**config.mk**
```make
export PLATFORM = sky130hd
export DESIGN_NAME = syscall_unit
export DESIGN_NICKNAME = d
export VERILOG_FILES = /design/src/rtl/syscall_unit.sv
export SDC_FILE = /design/constraint.sdc
export NUM_CORES = 1
export LEC_CHECK = 0
export BUFFER_PORTS_ARGS = -buffer_cell sky130_fd_sc_hd__buf_2
export CAP_MARGIN = 20
export CORE_MARGIN = 4
export CORE_UTILIZATION = 39
export CTS_BUF_LIST = sky130_fd_sc_hd__clkbuf_4 sky130_fd_sc_hd__clkbuf_8
export CTS_CLUSTER_DIAMETER = 120
export DETAILED_ROUTE_END_ITERATION = 10
export HOLD_SLACK_MARGIN = 0.06
export PLACE_DENSITY = 0.55
export SYNTH_ARGS = -nofsm -noshare
export SYNTH_HDL_FRONTEND = slang
export SYNTH_SLANG_ARGS = --single-unit
```
**constraint.sdc**
```tcl
create_clock -name clk -period 5 [get_ports clk]
set_input_delay 1 -clock clk [delete_from_list [all_inputs] [get_ports clk]]
set_output_delay 1 -clock clk [all_outputs]
set_load 0.01 [all_outputs]
```
**src/rtl/syscall_unit.sv**
```systemverilog
`default_nettype none
// +--------------------------------------------------------------------------+
// | Module     : syscall_unit                                                |
// | Description: Services writeback-stage syscall requests. Handles          |
// |              print_int (decimal formatting), print_char, exit and,       |
// |              when SYSCALL_PRINT_STRING_EN is defined, print_string.      |
// |              Bytes leave on a valid/ready port; completion is a one-     |
// |              cycle sys_ack pulse.                                        |
// | Revision   : 1.0 - initial release                                       |
// +--------------------------------------------------------------------------+
module syscall_unit #(
  parameter int ACK_HOLD = 0
) (
  input  logic        clk,
  input  logic        rst,
  input  logic        sys_valid,
  input  logic [31:0] sys_v0,
  input  logic [31:0] sys_a0,
  output logic        sys_ack,
  output logic        sys_busy,
  output logic        chr_valid,
  output logic [7:0]  chr_data,
  input  logic        chr_ready,
  output logic        halted,
  output logic        bad_code
`ifdef SYSCALL_PRINT_STRING_EN
  ,
  output logic [31:0] str_addr,
  output logic        str_rd,
  input  logic [7:0]  str_data
`endif
);

  localparam logic [31:0] c_CODE_PRINT_INT  = 32'd1;
  localparam logic [31:0] c_CODE_PRINT_CHAR = 32'd11;
  localparam logic [31:0] c_CODE_EXIT       = 32'd10;
`ifdef SYSCALL_PRINT_STRING_EN
  localparam logic [31:0] c_CODE_PRINT_STR  = 32'd4;
`endif

  // print_char loads its byte straight from IDLE into EMIT so that the
  // character is presented in the first cycle after acceptance.
  typedef enum logic [3:0] {
    S_IDLE     = 4'd0,
    S_INT_SIGN = 4'd1,
    S_INT_DIG  = 4'd2,
    S_EMIT     = 4'd3,
    S_ACK      = 4'd4,
    S_HALT     = 4'd5,
    S_STR_REQ  = 4'd6,
    S_STR_WAIT = 4'd7
  } stateT;

  stateT       r_state, w_stateNext;
  stateT       r_ret, w_retNext;
  logic [31:0] r_a0, w_a0Next;
  logic [31:0] r_rem, w_remNext;
  logic [3:0]  r_powIdx, w_powIdxNext;
  logic [3:0]  r_digit, w_digitNext;
  logic        r_started, w_startedNext;
  logic        r_chrValid, w_chrValidNext;
  logic [7:0]  r_chrData, w_chrDataNext;
  logic        r_halted, w_haltedNext;
  logic        r_badCode, w_badCodeNext;
  logic [31:0] r_holdCnt, w_holdCntNext;
  logic [31:0] w_power;
  logic [7:0]  w_digitChar;
`ifdef SYSCALL_PRINT_STRING_EN
  logic [31:0] r_ptr, w_ptrNext;
`endif

  function automatic logic [31:0] powerOf10(input logic [3:0] idx);
    case (idx)
      4'd0:    powerOf10 = 32'd1;
      4'd1:    powerOf10 = 32'd10;
      4'd2:    powerOf10 = 32'd100;
      4'd3:    powerOf10 = 32'd1000;
      4'd4:    powerOf10 = 32'd10000;
      4'd5:    powerOf10 = 32'd100000;
      4'd6:    powerOf10 = 32'd1000000;
      4'd7:    powerOf10 = 32'd10000000;
      4'd8:    powerOf10 = 32'd100000000;
      4'd9:    powerOf10 = 32'd1000000000;
      default: powerOf10 = 32'd1;
    endcase
  endfunction

  // State and datapath registers; reset clears everything including halt.
  always_ff @(posedge clk or posedge rst) begin
    if (rst) begin
      r_state    <= S_IDLE;
      r_ret      <= S_IDLE;
      r_a0       <= 32'd0;
      r_rem      <= 32'd0;
      r_powIdx   <= 4'd0;
      r_digit    <= 4'd0;
      r_started  <= 1'b0;
      r_chrValid <= 1'b0;
      r_chrData  <= 8'd0;
      r_halted   <= 1'b0;
      r_badCode  <= 1'b0;
      r_holdCnt  <= 32'd0;
`ifdef SYSCALL_PRINT_STRING_EN
      r_ptr      <= 32'd0;
`endif
    end else begin
      r_state    <= w_stateNext;
      r_ret      <= w_retNext;
      r_a0       <= w_a0Next;
      r_rem      <= w_remNext;
      r_powIdx   <= w_powIdxNext;
      r_digit    <= w_digitNext;
      r_started  <= w_startedNext;
      r_chrValid <= w_chrValidNext;
      r_chrData  <= w_chrDataNext;
      r_halted   <= w_haltedNext;
      r_badCode  <= w_badCodeNext;
      r_holdCnt  <= w_holdCntNext;
`ifdef SYSCALL_PRINT_STRING_EN
      r_ptr      <= w_ptrNext;
`endif
    end
  end

  // Next-state logic: decode, digit extraction, byte hand-off and ack timing.
  always_comb begin
    w_stateNext    = r_state;
    w_retNext      = r_ret;
    w_a0Next       = r_a0;
    w_remNext      = r_rem;
    w_powIdxNext   = r_powIdx;
    w_digitNext    = r_digit;
    w_startedNext  = r_started;
    w_chrValidNext = r_chrValid;
    w_chrDataNext  = r_chrData;
    w_haltedNext   = r_halted;
    w_badCodeNext  = 1'b0;
    w_holdCntNext  = r_holdCnt;
    sys_ack        = 1'b0;
    w_power        = powerOf10(r_powIdx);
    w_digitChar    = 8'h30 + {4'd0, r_digit};
`ifdef SYSCALL_PRINT_STRING_EN
    w_ptrNext      = r_ptr;
    str_rd         = 1'b0;
    str_addr       = 32'd0;
`endif
    case (r_state)
      S_IDLE: begin
        if (sys_valid) begin
          w_a0Next = sys_a0;
          if (sys_v0 == c_CODE_PRINT_INT) begin
            w_stateNext = S_INT_SIGN;
          end else if (sys_v0 == c_CODE_PRINT_CHAR) begin
            w_chrValidNext = 1'b1;
            w_chrDataNext  = sys_a0[7:0];
            w_retNext      = S_ACK;
            w_stateNext    = S_EMIT;
          end else if (sys_v0 == c_CODE_EXIT) begin
            w_haltedNext = 1'b1;
            w_stateNext  = S_ACK;
`ifdef SYSCALL_PRINT_STRING_EN
          end else if (sys_v0 == c_CODE_PRINT_STR) begin
            w_ptrNext   = sys_a0;
            w_stateNext = S_STR_REQ;
`endif
          end else begin
            w_badCodeNext = 1'b1;
            w_stateNext   = S_ACK;
          end
        end
      end
      S_INT_SIGN: begin
        // Two's-complement negate; 0x80000000 maps onto itself as unsigned.
        w_remNext     = r_a0[31] ? (~r_a0 + 32'd1) : r_a0;
        w_powIdxNext  = 4'd9;
        w_digitNext   = 4'd0;
        w_startedNext = 1'b0;
        if (r_a0[31]) begin
          w_chrValidNext = 1'b1;
          w_chrDataNext  = 8'h2D;
          w_retNext      = S_INT_DIG;
          w_stateNext    = S_EMIT;
        end else begin
          w_stateNext = S_INT_DIG;
        end
      end
      S_INT_DIG: begin
        if (r_rem >= w_power) begin
          w_remNext   = r_rem - w_power;
          w_digitNext = r_digit + 4'd1;
        end else begin
          w_digitNext  = 4'd0;
          w_powIdxNext = r_powIdx - 4'd1;
          // Leading zeros are suppressed, but the units digit always prints.
          if ((r_digit != 4'd0) || r_started || (r_powIdx == 4'd0)) begin
            w_startedNext  = 1'b1;
            w_chrValidNext = 1'b1;
            w_chrDataNext  = w_digitChar;
            w_retNext      = (r_powIdx == 4'd0) ? S_ACK : S_INT_DIG;
            w_stateNext    = S_EMIT;
          end
        end
      end
      S_EMIT: begin
        if (chr_ready) begin
          w_chrValidNext = 1'b0;
          w_stateNext    = r_ret;
        end
      end
      S_ACK: begin
        if (r_holdCnt == 32'(ACK_HOLD)) begin
          sys_ack       = 1'b1;
          w_holdCntNext = 32'd0;
          w_stateNext   = r_halted ? S_HALT : S_IDLE;
        end else begin
          w_holdCntNext = r_holdCnt + 32'd1;
        end
      end
      S_HALT: begin
        w_stateNext = S_HALT;
      end
`ifdef SYSCALL_PRINT_STRING_EN
      S_STR_REQ: begin
        str_rd      = 1'b1;
        str_addr    = r_ptr;
        w_stateNext = S_STR_WAIT;
      end
      S_STR_WAIT: begin
        if (str_data == 8'd0) begin
          w_stateNext = S_ACK;
        end else begin
          w_chrValidNext = 1'b1;
          w_chrDataNext  = str_data;
          w_ptrNext      = r_ptr + 32'd1;
          w_retNext      = S_STR_REQ;
          w_stateNext    = S_EMIT;
        end
      end
`endif
      default: begin
        w_stateNext = S_IDLE;
      end
    endcase
  end

  assign sys_busy  = (r_state != S_IDLE);
  assign chr_valid = r_chrValid;
  assign chr_data  = r_chrData;
  assign halted    = r_halted;
  assign bad_code  = r_badCode;

endmodule
`default_nettype wire

```
# Word-level counts from Yosys, hierarchy flattened
# Memory sizes are Yosys's and may differ from the RTL's.
# Index checks and enable logic that the tools add are counted.
word_totals:
  reg_bits: 124
  latch_bits: 0
  ram_bits: 0
  mem_bits_ro: 480
  inputBits: 68
  output_inout_bits: 13
  word_cells: 107
  mem_count: 1
memory_table:
  columns: ["name", "words", "word_bits", "read_ports", "rd_clocked_by_memory_dff", "wr", "line", "source"]
  rows:
  - ["(no name shown)", 16, 30, 1, 0, 0, "73", "case (idx)"]
classes:
  addsub: 6
  multipliers: 0
  n_div: 0
  n_lt_le_gt_ge: 1
  n_eq_ne: 17
  n_shift: 0
  muxes: 49
  bitwise: 3
  reduce_logical: 18
ops:
  columns: ["operator", "n"]
  rows:
  - ["32-bit 2-to-1 mux", 3]
  - ["32-bit by 1-bit adder with 32-bit output, second input constant", 2]
  - ["32-bit by 4-bit == test with 1-bit output, second input constant", 2]
  - ["32-bit one-hot mux with 2 select lines", 1]
  - ["4-bit 2-to-1 mux", 13]
  - ["8-bit 2-to-1 mux", 6]
  - ["32-bit by 1-bit == test with 1-bit output, second input constant", 1]
  - ["32-bit greater-or-equal comparator", 1]
  - ["32-bit zero test", 1]
  - ["32-bit inverter", 1]
  - ["32-bit subtractor", 1]
  - ["4-bit one-hot mux with 6 select lines", 1]
  - ["8-bit one-hot mux with 3 select lines", 1]
  - ["2-bit != test, second input constant", 9]
  - ["4-bit one-hot mux with 2 select lines", 2]
  - ["1-bit 2-to-1 mux", 15]
  - ["3-bit 2-to-1 mux", 4]
  - ["4-bit one-hot mux with 3 select lines", 1]
  - ["4-bit nonzero test", 3]
  - ["5-bit AND reduction", 2]
  - ["4-bit by 2-bit == test with 1-bit output, second input constant", 2]
  - ["4-bit by 3-bit == test with 1-bit output, second input constant", 2]
  - ["4-bit zero test", 2]
  - ["8-bit AND reduction", 1]
  - ["13 further kinds", 17]

# Logic depth before layout (Yosys ltp)
# Gate-level depths: netlist of run 1.
logic_depth:
  depth_word: 6
  depth_mapped: 15
  mapped_depth_nobuf: 14

# Worst setup path after synthesis of run 1
# Ideal clock, no wire load.
synth_timing:
  path_kind: "register to register"
  startpoint: "register r_powIdx[2]"
  endpoint: "register r_chrData[1], in the netlist chr_data[1]"
  setup_ns: 0.125
  arrival_ns: 3.455
  required_ns: 4.875
  path_slack_ns: 1.420
  path_stages_with_launch: 16
  path_buffers: 2
  period_less_slack_ns: 3.580
  path_cell_list: "dfrtp_1 > clkbuf_1 > inv_1 > nor2_1 > nand2_1 > o21a_1 > ha_1 > and4_4 > a21oi_1 > o21ai_1 > a31oi_4 > a311oi_1 > o21a_2 > nor4_4 > buf_6 > mux2_4"
synth_via:
  elab_chain_len: 4
  word_cells_on_any_way: 7
  cone_classes: "order compare: 1; eq/ne: 2; reduce/logical: 3; memory: 1"
synth_rtl:
  columns: ["item", "line", "source"]
  rows:
  - ["start: declaration", "58", "logic [3:0] r_powIdx, w_powIdxNext;"]
  - ["start signal: assignment", "111", "r_powIdx <= w_powIdxNext;"]
  - ["memory 16 x 30 bit or 4-bit zero test (tied branches)", null, null]
  - ["32-bit greater-or-equal comparator or 1-bit logical OR (tied branches)", "188, 195", null]
  - ["2-bit != test (no source line)", null, null]
  - ["7-bit AND reduction (no source line) *", null, null]
  - ["end signal: assignment", "115", "r_chrData <= w_chrDataNext;"]
  - ["end: declaration", "62", "logic [7:0] r_chrData, w_chrDataNext;"]
# Mark *: on every way between the ends. The rest lies on a longest branch, timed or not.
# A chain may end at the register's enable or synchronous reset.

# Worst setup path after layout of run 1
layout_timing:
  startpoint: "register r_powIdx[1]"
  endpoint: "register r_ret[2]"
layout_via:
  elab_chain_len: 5
  word_cells_on_any_way: 11
  cone_classes: "order compare: 1; eq/ne: 2; mux: 4; reduce/logical: 3; memory: 1"
layout_rtl:
  columns: ["item", "line", "source"]
  rows:
  - ["branches (longest 5 deep; another with 32-bit greater-or-equal comparator)", null, null]
  - ["end signal: assignment", "108", "r_ret <= w_retNext;"]
  - ["end: declaration", "55", "stateT r_ret, w_retNext;"]
# Several ways; the timed one is not identified. The select of a mux whose other input is x is not followed.

==> results of run 1 <==
==> critical path: stages, from the launching register on <==
cell	delay (ns)
dfrtp_1	0.50
inv_1	0.16
ha_1	0.24
nand2_1	0.33
a21boi_0	0.31
ha_1	0.37
a21oi_1	0.35
a21oi_1	0.14
a211oi_2	0.36
nand2_1	0.12
o21a_2	0.31
nor4_4	0.27
buf_4	0.25
mux2_2	0.35
==> path summary, 6_finish.rpt <==
| check | slack, ns | end | start | depth (start not counted) |
|---|---|---|---|---|
| max | 0.82 | r_ret[2]$_DFFE_PP0P_ | r_powIdx[1]$_DFFE_PP0P_ | 13 |
| min | 0.48 | r_holdCnt[31]$_DFFE_PP0N_ | r_holdCnt[31]$_DFFE_PP0N_ | 1 |
| max reg2reg | 0.82 | r_ret[2]$_DFFE_PP0P_ | r_powIdx[1]$_DFFE_PP0P_ | 13 |
| min reg2reg | 0.48 | r_holdCnt[31]$_DFFE_PP0N_ | r_holdCnt[31]$_DFFE_PP0N_ | 1 |
| max in group asynchronous | 3.32 | r_powIdx[3]$_DFFE_PP0P_ | rst | 3 |
| min in group asynchronous | 0.73 | r_holdCnt[8]$_DFFE_PP0N_ | rst | 2 |
==> cells by family after synthesis <==
kind of cell / after synthesis / synth area share, %
buffers and inverters: 71 / 3.407
adders and majority gates: 43 / 6.514
and+or+nand+nor: 329 / 20.26
DFF: 121 / 36.16
AOI/OAI and AO/OA: 247 / 19.24
muxes: 45 / 6.051
xor gates and xnor gates: 80 / 8.367
==> sequential cells by signal (all words and copies together), names as in the netlist <==
name       count
r_started      1
r_state        3
r_holdCnt     32
r_digit        4
chr_valid      1
r_rem         32
chr_data       8
r_a0          32
r_powIdx       4
bad_code       1
r_ret          2
halted         1
==> area by class of cell <==
class	instances	area, µm²
fillers	2124	11640
multi-input cells	744	5075
flip-flops and latches	121	3028
repair buffers	91	483.0
well taps	275	344.1
clock buffers	18	241.5
clock inverters	14	142.6
inverters	34	130.1
diodes	1	2.502
==> Yosys cell counts, types with 4 or more instances <==
| cell | n |
|---|---|
| o41ai_1 | 5 |
| o31ai_1 | 11 |
| or3_1 | 9 |
| a41oi_1 | 4 |
| nand3_1 | 27 |
| and4_1 | 4 |
| mux2_2 | 32 |
| ha_1 | 42 |
| xnor2_1 | 49 |
| nor3_1 | 13 |
| xor2_1 | 31 |
| o211ai_1 | 8 |
| a21oi_1 | 69 |
| or4_1 | 5 |
| dfrtp_1 | 121 |
| a31oi_1 | 12 |
| o21ai_1 | 9 |
| nor2b_1 | 8 |
| inv_1 | 33 |
| nor4_1 | 14 |
| and3_1 | 10 |
| o41ai_2 | 4 |
| or2_2 | 4 |
| mux2i_1 | 9 |
| buf_2 | 9 |
| and2_1 | 6 |
| o21a_1 | 12 |
| nand4_1 | 23 |
| clkbuf_1 | 25 |
| o21ai_0 | 58 |
| nand2b_1 | 9 |
| a21o_1 | 16 |
| nand2_1 | 99 |
| a21boi_0 | 6 |
| nor2_1 | 78 |
==> per-layer routing <==
layer  vias up  GRT usage, %
li1       3554             -
met1      3378         28.12
met2       186         29.20
met3        31         3.106
met4         0         5.593
met5         -             0
==> report_power, final <==
| group | switching [µW] | internal [µW] | total, µW |
|---|---|---|---|
| clock | 473 | 411 | 884 |
| combinational | 2940 | 1950 | 4890 |
| sequential | 399 | 1340 | 1740 |
| total | 3810 | 3700 | 7510 |
==> metrics by stage <==
step | worst slack, ns | instance area (µm²) | utilization (%) | power (µW)
after floorplan | 0.7858 | 8374 | - | 5365
after global placement | 0.9720 | 9060 | 42.96 | 6597
after detailed placement | 0.9059 | 9060 | 42.96 | 6577
after CTS | 0.8834 | 9444 | 44.78 | 7505
after global routing | 0.5375 | 9444 | 44.78 | 8169
final | 0.8218 | 9447 | 44.80 | 7511
==> reports/results.ini, run 1 <==
[setup_path]
critPathMaxFanout=11
crit_type=flop to flop
startpoint_type=flop
critPathCaptureType=flop
worstPathArrival_ns=4.52
cp.required_ns=5.35

[floorplanning]
core_mm2=0.02109
die_x_um=154.5
rows=53
dieArea_mm2=0.02388
io_pins=81
start_util_pct=39.71
die_height_um=154.5

[final_layout]
final_cell_mix=121 x dfrtp_1, 99 x nand2_1, 80 x buf_2, 78 x nor2_1, 69 x a21oi_1
final_common_cell=dfrtp_1
final_net_count=1120
final_layout_size_suffix_gt1_share_pct=18.88
area_delta_synth_final_pct=12.80
finalNonFillerCells=1298

[synth]
ys_seq_area_share_pct=36.16
syn_nets=1047
synthArstFlopShare_pct=100.0
synth_flop_cell=dfrtp_1
syn-cell-area_mm2=0.008374
netlist.area_leader.share_pct=36.16
yosysWarnings=0
synth_area_leader_cell=dfrtp_1
synth_seq_cells=121
yosys-top-cells-area=dfrtp_1 36%, ha_1 6.3%, xnor2_1 5.1%
synth_cells=936
yosysUniqueCellTypes=78
syn_avg_cell_area_um2=8.947
synth_edf_count=0

[timing]
fin_crit_ns=4.178
rsz0062_at_grt=no
max-slew-margin-rel_pct=39.57
worstMarginPinSlew_ns=0.9065
final_hold_viol_count=0
finalSetupTns_ns=0
hold_ws_ns=0.4791
drv_slew=0
fin_crit_sh_pct=83.56
clock_skew_ns=0.01166
setup_viol=0
timing.fmax_ghz=0.2393

[clocking]
cts_hold_buf=0
cts_root_buffer=clkbuf_8
postCtsSetupBuffers=0
ctsResizeCount=0
htreeDepth=4
numCtsBuffers=17
clock-sinks=121
cts_buffer_depth=2
worstSkewPairLatency_ns=0.45
clk_transition_reported_paths_ns=0.09
cts_tree=built

[global_routing]
grt_pass1_vias=6930
grt-ovfl-total=0
grt.total_usage_pct=19.17
grt_first_pass_wirelength_mm=37.03
grt_max_degree=72
antenna_found_initial=0

[power_and_ir_drop]
p_leak_uw=0.004069
power_density_mw_per_mm2=795.1
peakVddDrop_mv=0.3101

[routing]
routed_wl_mm=22.78
drt-initial-drc-count=394
drtAntennaViolNets=0
wl_per_cell_um=17.55
vias=7149
wl_met3_mm=1.121
viasPerCell=5.508
met2_length_mm=10.07
dr.max_layer_used=met4
met1_length_mm=11.23
route.detailed.drc=0
dr.pass1.iters=5

[run]
maxCapViolCount=0

[place]
dp.cells=1265
portBuffers=80
post-dp-hpwl_mm=17.19
gp_congestion=0.9029

[outcome]
outcome=complete, no violations

[hold_path]
hp-class=flop to flop

Power figures use the tool's default switching activity.
==> inputs of run 2 (changes only) <==
clock period = 4.28 ns   (was 5 ns; I/O delays follow)
==> run 2 against run 1 <==
  * Via count rose by 0.46%
  * Sequential cell count did not move
  * Non-clock buffer count rose by 6
  * Largest power group unchanged
==> reports/results.ini, run 2 (synthesis results as in run 1) <==
[final_layout]
final_layout_size_suffix_gt1_share_pct=19.46  ; +0.57 points
final_cell_mix=121 x dfrtp_1, 99 x nand2_1, 80 x buf_2, 78 x nor2_1, 68 x a21oi_1
final_net_count=1126  ; +0.54%
area_delta_synth_final_pct=13.52
largestRegisters=r_a0: 32 flops, r_holdCnt: 32 flops, r_rem: 32 flops
final_common_cell=dfrtp_1
antennaDiodeCount=0  ; -1
fin_util_pct=45.08  ; +0.28 points
finalInstanceArea_mm2=0.009507  ; +0.64%

[clocking]
numCtsBuffers=17  ; unchanged
ctsResizeCount=0  ; unchanged
clock-sinks=121  ; unchanged
cts_root_buffer=clkbuf_8
postCtsSetupBuffers=0  ; unchanged
cts_buffer_depth=2  ; unchanged
clk_transition_reported_paths_ns=0.09  ; about the same
worstSkewPairLatency_ns=0.44  ; about the same
cts_hold_buf=0  ; unchanged
cts_tree=built
htreeDepth=4  ; unchanged

[timing]
clock_skew_ns=0.01521  ; +0.003555 ns
timing.fmax_ghz=0.2511  ; +4.9%
max-slew-margin-rel_pct=43.44  ; +3.9 points
rsz0062_at_grt=no
worstMarginPinSlew_ns=0.8484  ; -0.05809 ns
fin_crit_sh_pct=93.06  ; +9.5 points
setup_viol=0  ; unchanged
fin_crit_ns=3.983  ; -0.1954 ns
fin_ws_ns=0.2972  ; -0.5246 ns
drv_slew=0  ; unchanged
final_hold_viol_count=0  ; unchanged
finalSetupTns_ns=0  ; unchanged

[floorplanning]
dieArea_mm2=0.02388  ; unchanged
die_x_um=154.5  ; unchanged
start_util_pct=39.71  ; unchanged
io_pins=81  ; unchanged
die_height_um=154.5  ; unchanged
core_mm2=0.02109  ; unchanged
rows=53  ; unchanged

[routing]
wl_per_cell_um=17.38  ; -0.98%
routed_wl_mm=22.65  ; -0.60%
vias=7182  ; +0.46%
route.detailed.drc=0  ; unchanged
dr.pass1.iters=5  ; unchanged
drt-initial-drc-count=538  ; +37%
viasPerCell=5.512  ; about the same
drtAntennaViolNets=0  ; unchanged

[setup_path]
worstPathArrival_ns=4.32  ; -0.20 ns
critPathCaptureType=flop
startpoint_type=flop
critPathMaxFanout=11  ; unchanged
crit_type=flop to flop
cp.required_ns=4.61  ; -0.74 ns

[global_routing]
grt_pass1_vias=6977  ; +0.68%
antenna_found_initial=0  ; unchanged
grt-ovfl-total=0  ; unchanged
grt.total_usage_pct=19.24  ; +0.062 points
grt_max_degree=67  ; -6.9%
grt_first_pass_wirelength_mm=37.25  ; +0.62%

[place]
post-dp-hpwl_mm=17.09  ; -0.59%
gp_congestion=0.9108  ; +0.87%
post-place-ws_ns=0.2334  ; -0.6724 ns
portBuffers=80  ; unchanged
placedInstanceArea_mm2=0.009117  ; +0.64%

[power_and_ir_drop]
peakVddDrop_mv=0.3301  ; +6.4%
p_leak_uw=0.004102  ; +0.82%
power_density_mw_per_mm2=935.1  ; +18%
power_uw=8890  ; +18%

[hold_path]
hp-class=flop to flop

[outcome]
outcome=complete, no violations

[run]
maxCapViolCount=0  ; unchanged

==> run 2: changes by cell type in the layout (fill, tap and decap cells not counted), sizes merged <==
cell	before	now
buf	91	97
clkinv	4	3
diode	1	0
inv	39	40
==> run 2: layer usage <==
layer | GRT usage (%) | up-vias | routed length [µm]
met3 | 2.938 | 29 | 955
met4 | 6.013 | 0 | 514
met1 | 27.67 | 3412 | 11150
met5 | 0 | - | 0
li1 | - | 3554 | -
met2 | 29.89 | 187 | 10030
==> run 2: stage by stage <==
step	hold WS [ns]	instances
after detailed placement	0.4808	1271
final	0.4889	1303
after CTS	0.4950	1303
after global routing	0.5086	1303
after floorplan	0.4458	936
after global placement	0.4642	1271
==> run 2: report_power, final <==
part           total, µW  switching (µW)  internal, µW
Sequential          2030             466          1560
Clock               1030             539           487
Combinational       5830            3490          2350
Total               8890            4490          4400
==> run 2: area by class of cell <==
cell class / count / area (µm²)
Clock buffer: 18 / 247.7
Multi-Input combinational cell: 744 / 5079
Sequential cell: 121 / 3028
Tap cell: 275 / 344.1
Inverter: 34 / 130.1
Timing Repair Buffer: 97 / 540.5
Clock inverter: 14 / 137.6
Fill cell: 2110 / 11580
==> run 2: worst max-delay path, cell delays in order (launching register included) <==
cell	delay, ns
dfrtp_1	0.49
inv_1	0.16
ha_1	0.24
nand2_1	0.30
a21boi_0	0.34
ha_1	0.40
a21oi_2	0.26
a21oi_1	0.12
a211oi_2	0.35
nand2_1	0.12
o21a_2	0.26
nor4_4	0.24
buf_4	0.25
mux2_2	0.35
==> run 2: final timing paths <==
kind,cells past startpoint,start,slack (ns),to
max,13,r_powIdx[1]$_DFFE_PP0P_,0.30,r_ret[2]$_DFFE_PP0P_
min,1,r_holdCnt[31]$_DFFE_PP0N_,0.49,r_holdCnt[31]$_DFFE_PP0N_
max reg2reg,13,r_powIdx[1]$_DFFE_PP0P_,0.30,r_ret[2]$_DFFE_PP0P_
min reg2reg,1,r_holdCnt[31]$_DFFE_PP0N_,0.49,r_holdCnt[31]$_DFFE_PP0N_
max in group asynchronous,3,rst,2.93,r_powIdx[2]$_DFFE_PP0P_
min in group asynchronous,2,rst,0.55,r_holdCnt[7]$_DFFE_PP0N_
==> inputs of run 3 (changes only) <==
PLACE_DENSITY = 0.58   (was 0.55)
clock period = 3.55 ns   (was 4.28 ns; I/O delays follow)
==> run 3 against run 2 <==
  * Non-clock buffer count grew 38
  * Combinational power grew 32%
  * Cell area grew 3.7%
  * Via count grew 3.2%
  * Global-route usage grew 0.58 points
  * Worst hold slack lost 0.22 ns
  * Sequential power grew 20%
  * Die area is the same
  * Critical path type unchanged
  * Worst setup slack lost 0.15 ns
==> reports/results.ini, run 3 (synthesis results as in run 1) <==
[final_layout]
final_cell_mix=121 x dfrtp_1, 98 x nand2_1, 80 x buf_2, 77 x nor2_1, 66 x a21oi_1
finalNonFillerCells=1341  ; +2.9%
final_net_count=1164  ; +3.4%
area_delta_synth_final_pct=17.69
final_common_cell=dfrtp_1
largestRegisters=r_a0: 32 flops, r_holdCnt: 32 flops, r_rem: 32 flops
antennaDiodeCount=0  ; unchanged
final_layout_size_suffix_gt1_share_pct=23.17  ; +3.7 points
fillers=2115  ; +0.24%
fin_util_pct=46.74  ; +1.7 points

[timing]
fin_crit_sh_pct=95.79  ; +2.7 points
setup_viol=0  ; unchanged
timing.fmax_ghz=0.2941  ; +17%
hold_ws_ns=0.2658  ; -0.2232 ns
max-slew-margin-rel_pct=51.91  ; +8.5 points
clock_skew_ns=0.01862  ; +0.003409 ns
final_hold_viol_count=0  ; unchanged
fin_ws_ns=0.1494  ; -0.1478 ns
worstMarginPinSlew_ns=0.7139  ; -0.1345 ns
drv_slew=0  ; unchanged
rsz0062_at_grt=no
finalSetupTns_ns=0  ; unchanged
fin_crit_ns=3.401  ; -0.5822 ns

[outcome]
outcome=complete, no violations

[global_routing]
grt_pass1_vias=7232  ; +3.7%
grt.total_usage_pct=19.81  ; +0.58 points
grt-ovfl-total=0  ; unchanged
grt_use_met3_pct=3.525  ; +0.59 points
met1_usage_pct=27.91  ; +0.24 points
antenna_found_initial=0  ; unchanged
grt_max_degree=62  ; -7.5%
use_met2_pct=31.45  ; +1.6 points
grt.busiest_layer=met2
grt_first_pass_wirelength_mm=38.25  ; +2.7%

[setup_path]
cp_slowest_cell=dfrtp_1
reg2reg_to=r_rem[8]$_DFFE_PP0P_
path_cells=inv_2 -> ha_2 -> a21oi_1 -> nor2_1 -> ha_1 -> fa_1 -> nor2b_1 -> o2111ai_2 -> nand2_2 -> a31oi_4 -> a311o_1 -> a21oi_4 -> buf_4 -> mux2_2
regToRegSetupSlack_ns=0.15  ; -0.15 ns
crit-reg2reg-launch=r_powIdx[0]$_DFFE_PP0P_
critPathCaptureType=flop
startpoint_type=flop
critPathMaxFanout=6  ; -5
cp.required_ns=3.90  ; -0.71 ns
worstPathArrival_ns=3.75  ; -0.57 ns
cpPeakStageDelay_ns=0.42  ; -0.07 ns
crit_type=flop to flop
r2r_cells=14  ; +1

[floorplanning]
dieArea_mm2=0.02388  ; unchanged
die_x_um=154.5  ; unchanged
die_height_um=154.5  ; unchanged
rows=53  ; unchanged
io_pins=81  ; unchanged
start_util_pct=39.71  ; unchanged
core_mm2=0.02109  ; unchanged

[place]
post-place-ws_ns=-0.02504  ; -0.2585 ns
post-dp-hpwl_mm=17.81  ; +4.2%
dp.cells=1306  ; +2.8%
gp_congestion=0.9513  ; +4.4%
portBuffers=80  ; unchanged

[clocking]
numCtsBuffers=17  ; unchanged
cts_hold_buf=0  ; unchanged
cts_buffer_depth=2  ; unchanged
clock-sinks=121  ; unchanged
cts_root_buffer=clkbuf_8
htreeDepth=4  ; unchanged
clk_transition_reported_paths_ns=0.09  ; about the same
worstSkewPairLatency_ns=0.46  ; +0.02 ns
cts_tree=built

[routing]
vias=7411  ; +3.2%
dr.pass1.iters=5  ; unchanged
viasPerCell=5.526  ; +0.26%
route.detailed.drc=0  ; unchanged
wl_per_cell_um=17.47  ; +0.51%
routed_wl_mm=23.43  ; +3.4%
drt-initial-drc-count=373  ; -31%
drtAntennaViolNets=0  ; unchanged

[hold_path]
hp-class=input port to asynchronous set/reset pin

[power_and_ir_drop]
peakVddDrop_mv=0.4395  ; +33%
p_leak_uw=0.004294  ; +4.7%
power_density_mw_per_mm2=1152  ; +23%

[run]
maxCapViolCount=0  ; unchanged

run 3: layer usage:
metal	routed length (µm)	up-vias	part of all wire, %
li1	-	3638	-
met1	11340	3557	48
met2	10680	184	46
met3	935	32	4.0
met5	0	-	0
met4	467	0	2.0
run 3: worst max-delay path by stage:
stage,start,endpoint,slack [ns],cells after the start
after CTS,r_powIdx[0]$_DFFE_PP0P_,r_powIdx[2]$_DFFE_PP0P_,0.009,14
after global placement,r_powIdx[0]$_DFFE_PP0P_,chr_data[3]$_DFFE_PP0P_,-0.03,13
after detailed placement,r_powIdx[0]$_DFFE_PP0P_,chr_data[3]$_DFFE_PP0P_,-0.03,13
after global routing,r_powIdx[0]$_DFFE_PP0P_,r_rem[8]$_DFFE_PP0P_,0.005,14
after floorplan,r_powIdx[2]$_DFFE_PP0P_,chr_data[1]$_DFFE_PP0P_,0.07,15
final,r_powIdx[0]$_DFFE_PP0P_,r_rem[8]$_DFFE_PP0P_,0.15,14
run 3: final cells by class:
cell class	instances	area, µm²	area share (%)
repair buffers	135	870.8	8.836
clock inverters	15	133.9	1.358
multi-input cells	744	5114	51.89
clock buffers	17	234.0	2.374
inverters	34	131.4	1.333
flip-flops and latches	121	3028	30.72
well taps	275	344.1	3.491
run 3: critical path: cells and delay by family (launching register included):
kind,cells,cell delay (ns)
AO/OA/AOI/OAI,5,1.08
adder cells (fa/ha/maj),3,0.82
buffers and inverters,2,0.25
flip-flops,1,0.42
multiplexers,1,0.32
AND/OR/NAND/NOR,3,0.39
run 3: stage by stage:
stage | area [µm²] | power (µW)
2_1_floorplan | 8381 | 7558
3_3_place_gp | 9422 | 9872
3_5_place_dp | 9422 | 9896
4_1_cts | 9792 | 11170
5_1_grt | 9856 | 12320
6_report | 9856 | 11350
run 3: power breakdown:
part           switching, µW  total, µW  internal, µW
Sequential               551       2440          1890
Clock                    694       1210           511
Combinational           4370       7710          3340
Total                   5620      11400          5730
run 3: repair_timing:
item	4_1_cts	5_1_grt
endpoints found under the hold margin	0	0
resized for setup	1	13
endpoints found under the setup margin	3	43
setup buffers	0	3
cloned	0	0
pin swaps	0	2
